--- src/rtl/if_fetch_ctrl.sv ---
// Instruction-fetch sequencer between the PC register and the L1 I-cache.
// Issues fetches, holds the request across misses, freezes the PC while a
// miss or a buffered word is outstanding, and replays redirects that arrive
// mid-miss through redirect_o / redirect_pc_o.
module if_fetch_ctrl #(
  parameter int unsigned CNT_W    = 16,
  parameter logic [31:0] NOP_INST = 32'h0000_0000
) (
  input  logic             clk,
  input  logic             rst,
  input  logic [31:0]      pc_i,
  input  logic             pc_ce_i,
  input  logic             id_stall_i,
  input  logic             branch_flag_i,
  input  logic [31:0]      branch_target_i,
  input  logic             flush_i,
  input  logic [31:0]      new_pc_i,
  output logic             ic_req_o,
  output logic [31:0]      ic_addr_o,
  input  logic             ic_ack_i,
  input  logic [31:0]      ic_rdata_i,
  output logic [31:0]      inst_o,
  output logic             inst_valid_o,
  output logic             stall_req_o,
  output logic             redirect_o,
  output logic [31:0]      redirect_pc_o,
  output logic [CNT_W-1:0] miss_cnt_o
);

  typedef enum logic [1:0] {
    IDLE  = 2'd0,
    FETCH = 2'd1,
    MISS  = 2'd2,
    HOLD  = 2'd3
  } state_t;

  localparam logic [CNT_W-1:0] CNT_ONE = {{(CNT_W-1){1'b0}}, 1'b1};

  state_t           state_q, state_d;
  logic [31:0]      addr_q, addr_d;
  logic [31:0]      hold_q, hold_d;
  logic [31:0]      inst_q, inst_d;
  logic             valid_q, valid_d;
  logic             redir_q, redir_d;
  logic [31:0]      rpc_q, rpc_d;
  logic             pend_q, pend_d;
  logic             pend_flush_q, pend_flush_d;
  logic [31:0]      pend_pc_q, pend_pc_d;
  logic [CNT_W-1:0] cnt_q, cnt_d;

  // State register
  always_ff @(posedge clk or negedge rst) begin
    if (!rst) state_q <= IDLE;
    else      state_q <= state_d;
  end

  // Next-state, datapath next values and combinational cache/PC controls
  always_comb begin
    state_d      = state_q;
    addr_d       = addr_q;
    hold_d       = hold_q;
    inst_d       = inst_q;
    valid_d      = valid_q;
    redir_d      = 1'b0;
    rpc_d        = rpc_q;
    pend_d       = pend_q;
    pend_flush_d = pend_flush_q;
    pend_pc_d    = pend_pc_q;
    cnt_d        = cnt_q;
    ic_req_o     = 1'b0;
    ic_addr_o    = addr_q;
    stall_req_o  = 1'b0;

    unique case (state_q)
      IDLE: begin
        if (pc_ce_i) state_d = FETCH;
      end

      FETCH: begin
        ic_req_o    = pc_ce_i & ~id_stall_i;
        ic_addr_o   = pc_i;
        stall_req_o = ic_req_o & ~ic_ack_i;
        if (!pc_ce_i) begin
          state_d = IDLE;
          if (!id_stall_i) valid_d = 1'b0;
        end else if (ic_req_o && ic_ack_i) begin
          inst_d  = ic_rdata_i;
          valid_d = 1'b1;
        end else if (ic_req_o) begin
          addr_d       = pc_i;
          valid_d      = 1'b0;
          pend_d       = 1'b0;
          pend_flush_d = 1'b0;
          state_d      = MISS;
        end
      end

      MISS: begin
        ic_req_o    = 1'b1;
        stall_req_o = 1'b1;
        if (cnt_q != '1) cnt_d = cnt_q + CNT_ONE;

        // A flush always takes the pending slot; a branch only fills it
        // while no flush is already waiting.
        if (flush_i) begin
          pend_d       = 1'b1;
          pend_flush_d = 1'b1;
          pend_pc_d    = new_pc_i;
        end else if (branch_flag_i && !pend_flush_q) begin
          pend_d    = 1'b1;
          pend_pc_d = branch_target_i;
        end

        if (ic_ack_i) begin
          // Redirects arriving on the ack cycle itself are folded in via
          // pend_d/pend_pc_d so they are replayed rather than lost.
          if (pend_d) begin
            redir_d      = 1'b1;
            rpc_d        = pend_pc_d;
            valid_d      = 1'b0;
            pend_d       = 1'b0;
            pend_flush_d = 1'b0;
            state_d      = pc_ce_i ? FETCH : IDLE;
          end else if (id_stall_i) begin
            hold_d  = ic_rdata_i;
            state_d = HOLD;
          end else begin
            inst_d  = ic_rdata_i;
            valid_d = 1'b1;
            state_d = pc_ce_i ? FETCH : IDLE;
          end
        end
      end

      HOLD: begin
        stall_req_o = 1'b1;
        if (flush_i) begin
          valid_d = 1'b0;
          state_d = FETCH;
        end else if (!id_stall_i) begin
          inst_d  = hold_q;
          valid_d = 1'b1;
          state_d = FETCH;
        end
      end

      default: state_d = IDLE;
    endcase

    // A flush in any state kills the instruction presented to ID.
    if (flush_i) begin
      inst_d  = NOP_INST;
      valid_d = 1'b0;
    end
  end

  // Datapath registers
  always_ff @(posedge clk or negedge rst) begin
    if (!rst) begin
      addr_q       <= '0;
      hold_q       <= '0;
      inst_q       <= NOP_INST;
      valid_q      <= 1'b0;
      redir_q      <= 1'b0;
      rpc_q        <= '0;
      pend_q       <= 1'b0;
      pend_flush_q <= 1'b0;
      pend_pc_q    <= '0;
      cnt_q        <= '0;
    end else begin
      addr_q       <= addr_d;
      hold_q       <= hold_d;
      inst_q       <= inst_d;
      valid_q      <= valid_d;
      redir_q      <= redir_d;
      rpc_q        <= rpc_d;
      pend_q       <= pend_d;
      pend_flush_q <= pend_flush_d;
      pend_pc_q    <= pend_pc_d;
      cnt_q        <= cnt_d;
    end
  end

  assign inst_o        = inst_q;
  assign inst_valid_o  = valid_q;
  assign redirect_o    = redir_q;
  assign redirect_pc_o = rpc_q;
  assign miss_cnt_o    = cnt_q;

endmodule
--- config.mk ---
export PLATFORM = sky130hd
export DESIGN_NAME = if_fetch_ctrl
export DESIGN_NICKNAME = d
export VERILOG_FILES = /design/src/rtl/if_fetch_ctrl.sv
export SDC_FILE = /design/constraint.sdc
export NUM_CORES = 1
export LEC_CHECK = 0
export CAP_MARGIN = 5
export CELL_PAD_IN_SITES_DETAIL_PLACEMENT = 1
export CELL_PAD_IN_SITES_GLOBAL_PLACEMENT = 1
export CORE_MARGIN = 5
export CORE_UTILIZATION = 40
export CTS_CLUSTER_SIZE = 28
export DETAILED_ROUTE_END_ITERATION = 16
export PLACE_DENSITY_LB_ADDON = 0.1
export SYNTH_ARGS = -nofsm -noshare
export SYNTH_HDL_FRONTEND = slang
export SYNTH_SLANG_ARGS = --single-unit
--- constraint.sdc ---
create_clock -name clk -period 4.2 [get_ports clk]
set_input_delay 0.42 -clock clk [delete_from_list [all_inputs] [get_ports clk]]
set_output_delay 0.42 -clock clk [all_outputs]
set_load 0.02 [all_outputs]
==> results.md <==
* WP data required at 3.78 ns
* CTS tree: yes
* DIE AREA at roughly 25000 sq um
* Pre-CTS setup slack at 1.407 ns
* Starting Density at 40.41%
* Fin crit period at 3.170 ns
* Rel. slew slack at 33.73%
* Clock Skew at 0.01627 ns
* Io pins at 251
* Hpwl dp at 16580 um
* Post-CTS setup-driven buffer insertion count at 0
* Die X at 158.2 um
* Post-synthesis sequential area ratio at between 50% and 60%
* Post-CTS Resized at 0
* Worst setup EP type: output port
* Wire per inst at approximately 19 um
* Final setup TNS at 0 ns
* Hold Vio Cnt, Final at 0
* Initial antenna violation count at 0
* Synthesized area at approximately 8800 sq um
* Post-synth EDFFs at 0
* Vias in the first global route at 6968
* Yosys warning total at 0
* Unrepaired setup endpoints after global routing: false
* CTS H-Tree Depth at 4
* Clock Tree Root: clkbuf_16
* Post-Place Cells at 1247
* Drt drc at 0
* Syn nets at 898
* GR Util All Layers at 19.12%
* Port Buffers at 250
* Global-route wire length before repair at 37630 um
* Syn Area/Cell at 11.61 sq um
* Max incr delay on CP at 0.56 ns
* Final setup viols at 0
* Fill count at ~2.3k
* # diodes at 0
* Via count at about 6.5k
* Synth area leader: dfrtp_1
* Largest net degree at the start of global routing at around 110
* CTS Buf Count at 17
* Maximum VDD drop at ~360 uV
* Cell Chain, Critical Path: inv_1 -> ha_1 -> buf_4 -> mux2_2 -> clkdlybuf4s50_1
* Worst Tran Pin Value at 0.9940 ns
* Non-Filler Instances at 1278
* Max FO, Critical Path at 28
* Max Freq at 315.4 MHz
* Fin nets at 1127
* Run status: finished clean
* Hold Slack at 0.1040 ns
* # rows at 54
* Routed WL at 23760 um
* Synth Instances at 757
* Top cells by area, synth: dfrtp_1 52%, mux2_2 9.0%, mux2i_1 7.4%
* Area Overhead vs Synth at 36.24%
* CP Class: flop to output port
* Final Cycle Share at 75.48%
* Clock Latency Late Sink at 0.44 ns
* Grt total ovfl at 0
* Synth unique cells at 48
* Core Footprint at 21760 sq um
* # clock sinks at 182
* Post-synth ARST share at 100.0%
* Drt pass-1 iters at 4
* Worst setup margin at 1.030 ns
* Multi-input logic area at 3890 sq um
* Synth Flop Type: dfrtp_1
* Tightest Hold Check Type: input pin to async pin
* Leak at 5.300 nW
* Slowest CP cell: clkdlybuf4s50_1
* Layout cells sized above 1 at 15.53%
* Final GP Congestion at between 0.7 and 0.8
* Crit start category: flop
* Max-cap violation count at 0
* Cts hold-fix bufs at 0
* CP Data Arrival Time at 2.75 ns
* ANT nets after route at 0
* Slew Limit Fails at 0
* Iteration-0 DRC Markers at about 200
* #FFs+latches synth at 182
* DIE HEIGHT at 158.2 um
* Power Density at 679.8 nW/um^2
* Top cell type's share of synthesized area at 51.81%
* Clock edge transition at the registers on the reported setup and hold paths at 0.07 ns
* Routed vias/inst at 5.067
* FF/Latch Area at roughly 4600 sq um
* Clk buf depth at 2
==> cells in the final DEF, fill, tap and decap left out, drive strengths merged, types with 3 or more instances in the layout <==
cell type and instances:
clkdlybuf4s50 248, dfrtp 182, mux2 131, nand2 78, nor2 73, o21ai 69, mux2i 65, a21oi 38
clkbuf 17, inv 15, buf 12, xor2 7, xnor2 6, nor3 6, nand3 6, ha 6
nand4 6, clkinv 6, and4 3, and3 3
==> per-layer routing <==
layer / part of all wire (%) / up-vias / track usage [%]
met5: 0 / - / 0
met4: 1.1 / 0 / 4.793
li1: - / 3088 / -
met1: 44 / 3208 / 24.83
met2: 48 / 161 / 31.64
met3: 6.6 / 18 / 5.522
==> where the power goes <==
group | switching [W] | internal, W
combinational | 0.00182 | 0.00191
sequential | 0.000408 | 0.00245
clock | 0.000768 | 0.000786
total | 0.00299 | 0.00515
==> critical path, delay by kind of cell, from the launching register on <==
family	cells	cell delay [ns]
mux	1	0.38
buf+inv	3	1.09
fa+ha+maj	1	0.43
flops	1	0.41
==> Yosys cell counts, types with 10 or more instances <==
cell        n
buf_6      13
a21oi_1    38
nor2_1     71
nand2_1    78
mux2_4     30
buf_2      10
mux2i_1    65
dfrtp_1   182
mux2_1     31
clkbuf_1   11
o21ai_0    60
mux2_2     70
==> area by class of cell <==
class,count,share of cell area (%)
flip-flops and latches,182,38.03
repair buffers,260,21.62
inverters,8,0.2507
clock inverters,14,1.149
clock buffers,17,3.552
multi-input cells,517,32.48
well taps,280,2.925
==> final timing paths <==
kind | start | to | slack [ns] | cells after the start
worst max-delay path | state_q[1] | ic_addr_o[24] | 1.03 | 5
worst min-delay path | rst | redirect_pc_o[24] | 0.10 | 1
worst max register to register | state_q[0] | inst_o[0] | 1.42 | 8
worst min register to register | redirect_pc_o[22] | redirect_pc_o[22] | 0.48 | 2
max in group asynchronous | rst | inst_o[14] | 3.13 | 2
min in group clk | redirect_pc_o[22] | redirect_pc_o[22] | 0.48 | 2
==> through the flow <==
stage	power (W)	area, sq um	util [%]
after detailed placement	0.006676	11410	52.46
after CTS	0.008274	11980	55.05
after global placement	0.006569	11410	52.46
after floorplan	0.005120	8791	-
final	0.008141	11980	55.05
after global routing	0.008674	11980	55.05
==> state kept, by name (all words and copies together), names as in the netlist <==
register and flops:
state_q 2, pend_flush_q 1, redirect_pc_o 32, pend_pc_q 32, addr_q 32, hold_q 32
redirect_o 1, inst_valid_o 1, inst_o 32, miss_cnt_o 16, pend_q 1
==> cells by family (layout without fill, tap and decap cells) <==
logic type | Yosys count | count (layout) | synth area share, %
AND/OR/NAND/NOR | 185 | 185 | 9.323
XOR/XNOR | 13 | 13 | 1.295
flip-flops | 182 | 182 | 51.81
buffers and inverters | 58 | 299 | 4.056
adder cells (fa/ha/maj) | 6 | 6 | 0.8539
AO/OA/AOI/OAI | 117 | 117 | 7.202
multiplexers | 196 | 196 | 25.46
Power figures use the tool's default switching activity.
